<file path="config.mk">
export PLATFORM = sky130hd
export DESIGN_NAME = rotor2_return
export DESIGN_NICKNAME = d
export VERILOG_FILES = /design/src/rtl/rotor2_return.sv
export SDC_FILE = /design/constraint.sdc
export NUM_CORES = 1
export LEC_CHECK = 0
export ABC_AREA = 1
export BUFFER_PORTS_ARGS = -buffer_cell sky130_fd_sc_hd__clkbuf_2
export CORE_ASPECT_RATIO = 1.75
export CORE_UTILIZATION = 50
export DETAILED_ROUTE_END_ITERATION = 7
export PLACE_DENSITY = 0.72
export RECOVER_POWER = 50
export SLEW_MARGIN = 20
export SYNTH_ARGS = -nofsm -noshare
export SYNTH_HDL_FRONTEND = slang
export SYNTH_SLANG_ARGS = --single-unit
</file>
<file path="constraint.sdc">
create_clock -name clock -period 5.9 [get_ports clock]
set_input_delay 0.295 -clock clock [delete_from_list [all_inputs] [get_ports clock]]
set_output_delay 0.295 -clock clock [all_outputs]
set_load 0.03 [all_outputs]
</file>
<file path="src/rtl/rotor2_return.sv">
// Return-path stage of Enigma rotor 2: maps reflector-side letters back through the
// rotor wiring, owns the rotor position/carry, optional one-hot output via ROTOR2_RETURN_ONEHOT_EN.
module rotor2_return (
    input  logic        clock,
    input  logic        resetn,
    input  logic        set,
    input  logic [4:0]  set_state,
    input  logic        step,
    input  logic        in_valid,
    input  logic [4:0]  in_letter,
    output logic        in_ready,
    output logic        out_valid,
    output logic [4:0]  out_letter,
    output logic        out_error,
    input  logic        out_ready,
    output logic [4:0]  state,
`ifdef ROTOR2_RETURN_ONEHOT_EN
    output logic [25:0] out_onehot,
`endif
    output logic        carry_out
);

    logic [4:0] pos_q, pos_d;
    logic       carry_q, carry_d;
    logic       out_valid_q, out_valid_d;
    logic [4:0] out_letter_q, out_letter_d;
    logic       out_error_q, out_error_d;
    logic       accept;
    logic       legal;
    logic [5:0] diff;
    logic [5:0] sum;
    logic [4:0] wired;
    logic [4:0] mapped;

    // Rotor-2 wiring is an involution, so the return path reuses the forward table.
    function automatic logic [4:0] wire_map(input logic [4:0] x);
        logic [4:0] y;
        case (x)
            5'd0:  y = 5'd17;  5'd17: y = 5'd0;
            5'd1:  y = 5'd20;  5'd20: y = 5'd1;
            5'd2:  y = 5'd12;  5'd12: y = 5'd2;
            5'd3:  y = 5'd23;  5'd23: y = 5'd3;
            5'd4:  y = 5'd9;   5'd9:  y = 5'd4;
            5'd5:  y = 5'd10;  5'd10: y = 5'd5;
            5'd6:  y = 5'd15;  5'd15: y = 5'd6;
            5'd7:  y = 5'd18;  5'd18: y = 5'd7;
            5'd8:  y = 5'd25;  5'd25: y = 5'd8;
            5'd11: y = 5'd24;  5'd24: y = 5'd11;
            5'd13: y = 5'd16;  5'd16: y = 5'd13;
            5'd14: y = 5'd21;  5'd21: y = 5'd14;
            5'd19: y = 5'd22;  5'd22: y = 5'd19;
            default: y = x;
        endcase
        return y;
    endfunction

    assign accept   = in_valid && in_ready;
    assign legal    = (in_letter < 5'd26);
    assign in_ready = !out_valid_q || out_ready;

    // Modulo-26 subtract/add done in 6 bits so nothing ever wraps at 32.
    always_comb begin
        diff = {1'b0, in_letter} + 6'd26 - {1'b0, pos_q};
        if (diff >= 6'd26) begin
            diff = diff - 6'd26;
        end
        wired = wire_map(diff[4:0]);
        sum   = {1'b0, wired} + {1'b0, pos_q};
        if (sum >= 6'd26) begin
            sum = sum - 6'd26;
        end
        mapped = sum[4:0];
    end

    always_comb begin
        pos_d   = pos_q;
        carry_d = 1'b0;
        if (set) begin
            pos_d = (set_state < 5'd26) ? set_state : 5'd0;
        end else if (step) begin
            if (pos_q == 5'd25) begin
                pos_d   = 5'd0;
                carry_d = 1'b1;
            end else begin
                pos_d = pos_q + 5'd1;
            end
        end
    end

    always_comb begin
        out_valid_d  = out_valid_q;
        out_letter_d = out_letter_q;
        out_error_d  = out_error_q;
        if (accept) begin
            out_valid_d  = 1'b1;
            out_letter_d = legal ? mapped : in_letter;
            out_error_d  = !legal;
        end else if (out_ready) begin
            out_valid_d = 1'b0;
        end
    end

    always_ff @(posedge clock or negedge resetn) begin
        if (!resetn) begin
            pos_q        <= 5'd0;
            carry_q      <= 1'b0;
            out_valid_q  <= 1'b0;
            out_letter_q <= 5'd0;
            out_error_q  <= 1'b0;
        end else begin
            pos_q        <= pos_d;
            carry_q      <= carry_d;
            out_valid_q  <= out_valid_d;
            out_letter_q <= out_letter_d;
            out_error_q  <= out_error_d;
        end
    end

`ifdef ROTOR2_RETURN_ONEHOT_EN
    logic [25:0] out_onehot_q, out_onehot_d;

    always_comb begin
        out_onehot_d = '0;
        if (out_valid_d && !out_error_d) begin
            out_onehot_d = 26'd1 << out_letter_d;
        end
    end

    always_ff @(posedge clock or negedge resetn) begin
        if (!resetn) begin
            out_onehot_q <= '0;
        end else begin
            out_onehot_q <= out_onehot_d;
        end
    end

    assign out_onehot = out_onehot_q;
`endif

    assign out_valid  = out_valid_q;
    assign out_letter = out_letter_q;
    assign out_error  = out_error_q;
    assign state      = pos_q;
    assign carry_out  = carry_q;

endmodule

</file>
# Yosys cells after proc, flatten, opt, wreduce, memory -nomap -nowiden
# Index checks and enable logic that the tools add are counted.
# totals
input_bits,16
word_cells,61
out_inout_bits,14
regBits,13
# classes
addsub,6
order_cmp,4
n_eq_ne,26
n_reduce_logical,7
muxes,13
# op_table
op,count
5-bit case mux with 26 select lines,1
"5-bit == test, second input constant",11
"5-bit by 4-bit == test with 1-bit output, second input constant",8
5-bit two-way mux,7
"5-bit by 3-bit == test with 1-bit output, second input constant",4
"6-bit by 5-bit >= comparator with 1-bit output, second input constant",2
"5-bit by 2-bit == test with 1-bit output, second input constant",2
"5-bit < comparator, second input constant",2
"5-bit subtractor, second input constant",2
5-bit by 5-bit adder with 6-bit output,1
"5-bit by 5-bit adder with 6-bit output, second input constant",1
6-bit by 5-bit subtractor with 6-bit output,1
"5-bit by 1-bit adder with 5-bit output, second input constant",1
"5-bit by 1-bit == test with 1-bit output, second input constant",1
5-bit zero test,1
1-bit two-way mux,5
2-bit nonzero test,2
1-bit zero test,2
1-bit logical AND,1
1-bit logical OR,1

# Logic depth before layout (Yosys ltp)
# logic_depth
depth_word,10
ltp_mapped,34
mapped_depth_nobuf,34

# Least setup slack after synthesis
# Ideal clock, no wire load.
# synth_path
path_kind,flip-flop to flip-flop
start,"reg pos_q[1], in the netlist state[1]"
end,"reg out_letter_q[3], in the netlist out_letter[3]"
slack_ps,1438
arrival_ps,4380
synth_period_minus_slack_ps,4462
path_buffers,0
setup_ps,82
path_stages_with_launch,30
path_cell_list,dfrtp_1 -> ha_1 -> inv_1 -> ha_1 -> fa_1 -> inv_1 -> ha_1 -> inv_1 -> xor2_1 -> inv_1 -> nand2_2 -> nand2_4 -> nor2_2 -> nand2_1 -> nand2_1 -> nor2_2 -> nand2_1 -> nor2_2 -> nand3_1 -> nand2_1 -> fa_1 -> a21oi_1 -> o21ai_0 -> xor2_1 -> nand2_1 -> nand2_1 -> inv_1 -> nor2_1 -> or2_2 -> a31oi_1
# synth_between
elab_chain_len,9
# synth_rtl
element,line,rtl
start: declaration,23,"logic [4:0] pos_q, pos_d;"
start signal: assignment,111,pos_q <= pos_d;
6-bit by 5-bit subtractor with 6-bit output,63,"diff = {1'b0, in_letter} + 6'd26 - {1'b0, pos_q};"
5-bit subtractor / 6-bit by 5-bit >= comparator with 1-bit output (equally long branches),"65, 64",
5-bit two-way mux,64,if (diff >= 6'd26) begin
5-bit == test (tied with other cells),38,case (x)
5-bit case mux with 26 select lines,38,
5-bit by 5-bit adder with 6-bit output *,68,"sum = {1'b0, wired} + {1'b0, pos_q};"
5-bit subtractor / 6-bit by 5-bit >= comparator with 1-bit output (equally long branches),"70, 69",
5-bit two-way mux *,69,if (sum >= 6'd26) begin
5-bit two-way mux *,96,out_letter_d = legal ? mapped : in_letter;
end signal: assignment,114,out_letter_q <= out_letter_d;
end: declaration,26,"logic [4:0] out_letter_q, out_letter_d;"
# Every way passes the cells marked *; elsewhere a longest branch is shown, timed or not.
# A chain may end at the register's enable or synchronous reset.

# Worst setup path after layout
# Ends and elaborated chain as after synthesis.

==> metrics <==
Post-CTS Resized 0; antenna violations before repair 0; DR DRC count 0; GRT Util Overall 26.4%; largest net degree at the start of global routing 14; top cells by area, synth dfrtp_1 (18%), nand2_1 (16%), ha_1 (13%); Top delay family on crit path simple AND/OR/NAND/NOR gates; Clock Skew 0.00262 ns; Crit path buffers/inverters 3; Post-Synthesis Cell Area 1780 um2; vias in the first global route 1873; largest stage delay on the critical path 0.52 ns; RSZ-0062 raised after global routing no; crit end category flip-flop; number of diodes 0; r2r setup slk 1.05 ns; number of max-cap violations 0; Longest Clk Path Bufs 2; Post-synth EDFFs 0; flop and latch count out of synthesis 13; crit share post-route 82.2%; GPL Wtd Cong 0.921; r2r endpoint out_letter[3]$_DFFE_PN0P_; Detail Placement HPWL 3720 um; layout cells sized above 1 15.9%; worst setup path endpoint out_letter[3]$_DFFE_PN0P_; top_reg_cell synth dfrtp_1; R2R depth 27; Max Clock Freq 206 MHz; CTS H-Tree Depth 1; CP max-delay cell fa_1; Cells after Synth 282; Tmin final 4.85 ns; sequential fraction of the synthesis area 18.3%; Clock Sink Count 13; I/O Pins 30; first-pass GRT wire length 7550 um; Mapped Nets 319; worst-margin pin slew 0.694 ns; Reg-to-Reg Start state[1]$_DFFE_PN0P_; WP depth 27; final antenna-violating net count 0; hold buffer count at CTS 1; Hold Crit Class in -> reg; I/O Buffers 29; top-area cell type share of the netlist area 18.3%; Die ar. 3800 um2; Num CTS Buffers 3; area leader, netlist dfrtp_1; chip width 47.0 um; initial core utilization 52.2%; Async S/R FF share, synth 100%; Worst Path Required 6.06 ns; final setup vio count 0; count of pins over their slew limit 0; final hold viol count 0; syn avg cell area 6.30 um2; setup_tns 0 ns; TritonCTS clock tree built; root buf cell clkbuf_8; Die Y 80.8 um; Crit Path Max Fanout 9; Core ar. 3400 um2; crit start category flip-flop; routed length per instance 12.4 um; Worst-Skew Late Latency 0.24 ns; clock transition at the registers of the reported paths 0.06 ns; Slew HR 53.8%; Crit path top cell by count nand2_1; WS Path Type reg -> reg; Setup crit start state[1]$_DFFE_PN0P_; GRT overflow 0; Vias/cell 5.46; synthesis warning total 0; Yosys cell types 34; status finished clean; Routed WL 4440 um; CP arrival 5.01 ns; Net count, final 352; initial DRC count 49; Setup Buffers After CTS 0; Detailed Routing Iterations Pass 1 4; # fillers 360; DR vias 1960; Layout area overhead 13.1%; Placement Rows 28
==> flip-flops by register name, indices dropped and copies added, names as in the netlist <==
register,flops
out_letter,5
state,5
out_error,1
carry_out,1
out_valid,1
==> cell usage after synthesis, types with 3 or more instances <==
| cell | instances |
|---|---|
| dfrtp_1 | 13 |
| o21ai_0 | 9 |
| o211ai_1 | 3 |
| a21oi_1 | 8 |
| nor2_1 | 32 |
| nor2_2 | 5 |
| nor3_1 | 4 |
| nand2_2 | 9 |
| ha_1 | 19 |
| nand3_1 | 35 |
| xor2_1 | 3 |
| nand2_1 | 78 |
| inv_2 | 4 |
| nand4_1 | 3 |
| inv_1 | 33 |
==> metrics by stage <==
step	worst slack (ns)	instances	hold slack [ns]	area, um2	utilization [%]
finish	1.05	359	0.303	2010	59.1
global route	0.587	359	0.317	2010	59.1
detailed placement	1.06	354	0.201	1960	57.7
CTS	1.06	359	0.308	2020	59.4
global placement	1.13	354	0.198	1960	57.7
floorplan	1.44	282	-0.000591	1780	-
==> cell type report <==
cell class              instances  area [um2]  share of cell area, %
flip-flops and latches         13         325                   16.2
multi-input cells             230        1300                   64.5
clock buffers                   4        45.0                   2.24
repair buffers                 30         146                   7.29
inverters                      37         139                   6.92
well taps                      45        56.3                   2.80
==> layout by cell type (no fill, tap or decap) <==
master / n
o211ai_1: 3
o2111ai_1: 1
o21ai_0: 9
nor2_2: 5
nor3b_1: 1
nand3b_1: 2
inv_2: 4
nor4_1: 1
nand2_2: 9
nor2_4: 1
nand3_2: 1
a21oi_1: 8
dfrtp_1: 13
ha_1: 19
nand3_1: 35
inv_1: 33
clkbuf_8: 3
fa_1: 2
a31oi_1: 2
xnor2_1: 2
clkbuf_2: 22
o21ai_1: 1
nor3_1: 4
a31o_2: 1
o22ai_1: 1
xor2_1: 3
nand2_4: 2
dlygate4sd3_1: 1
clkbuf_1: 8
a22oi_1: 1
o21a_1: 1
nand2_1: 78
or2_2: 1
nor2_1: 32
nand4_1: 3
nand3_4: 1
==> how the worst min path moves through the flow <==
stage / from / to / slack (ns) / depth (start not counted)
finish: step / carry_out$_DFF_PN0_ / 0.30 / 3
global route: step / carry_out$_DFF_PN0_ / 0.32 / 3
CTS: step / carry_out$_DFF_PN0_ / 0.31 / 3
detailed placement: resetn / out_valid$_DFFE_PN0P_ / 0.20 / 1
global placement: resetn / out_valid$_DFFE_PN0P_ / 0.20 / 1
floorplan: resetn / carry_out$_DFF_PN0_ / -0.0006 / 0
==> worst min-delay path, cell delays in order <==
cell and delay, ns:
clkbuf_2 0.10, nand2_1 0.06, nor2_1 0.04
==> routing by layer <==
layer | GRT usage, % | vias up | part of all wire, %
li1 | - | 985 | -
met5 | 0 | - | 0
met3 | 4.67 | 25 | 4.5
met2 | 47.4 | 76 | 52
met1 | 26.8 | 874 | 38
met4 | 15.1 | 0 | 5.8
==> kinds of logic (layout without fill, tap and decap cells) <==
kind of cell / after synthesis / in the layout / share of synthesized area [%]
compound gates: 28 / 28 / 9.23
xor+xnor: 5 / 5 / 2.47
fa+ha+maj: 21 / 21 / 15.6
buf+inv: 39 / 71 / 8.67
flops: 13 / 13 / 18.3
simple gates: 176 / 176 / 45.7
Power is not shown: default switching activity piles up to over one toggle a cycle in this logic, so the estimate is an artifact.
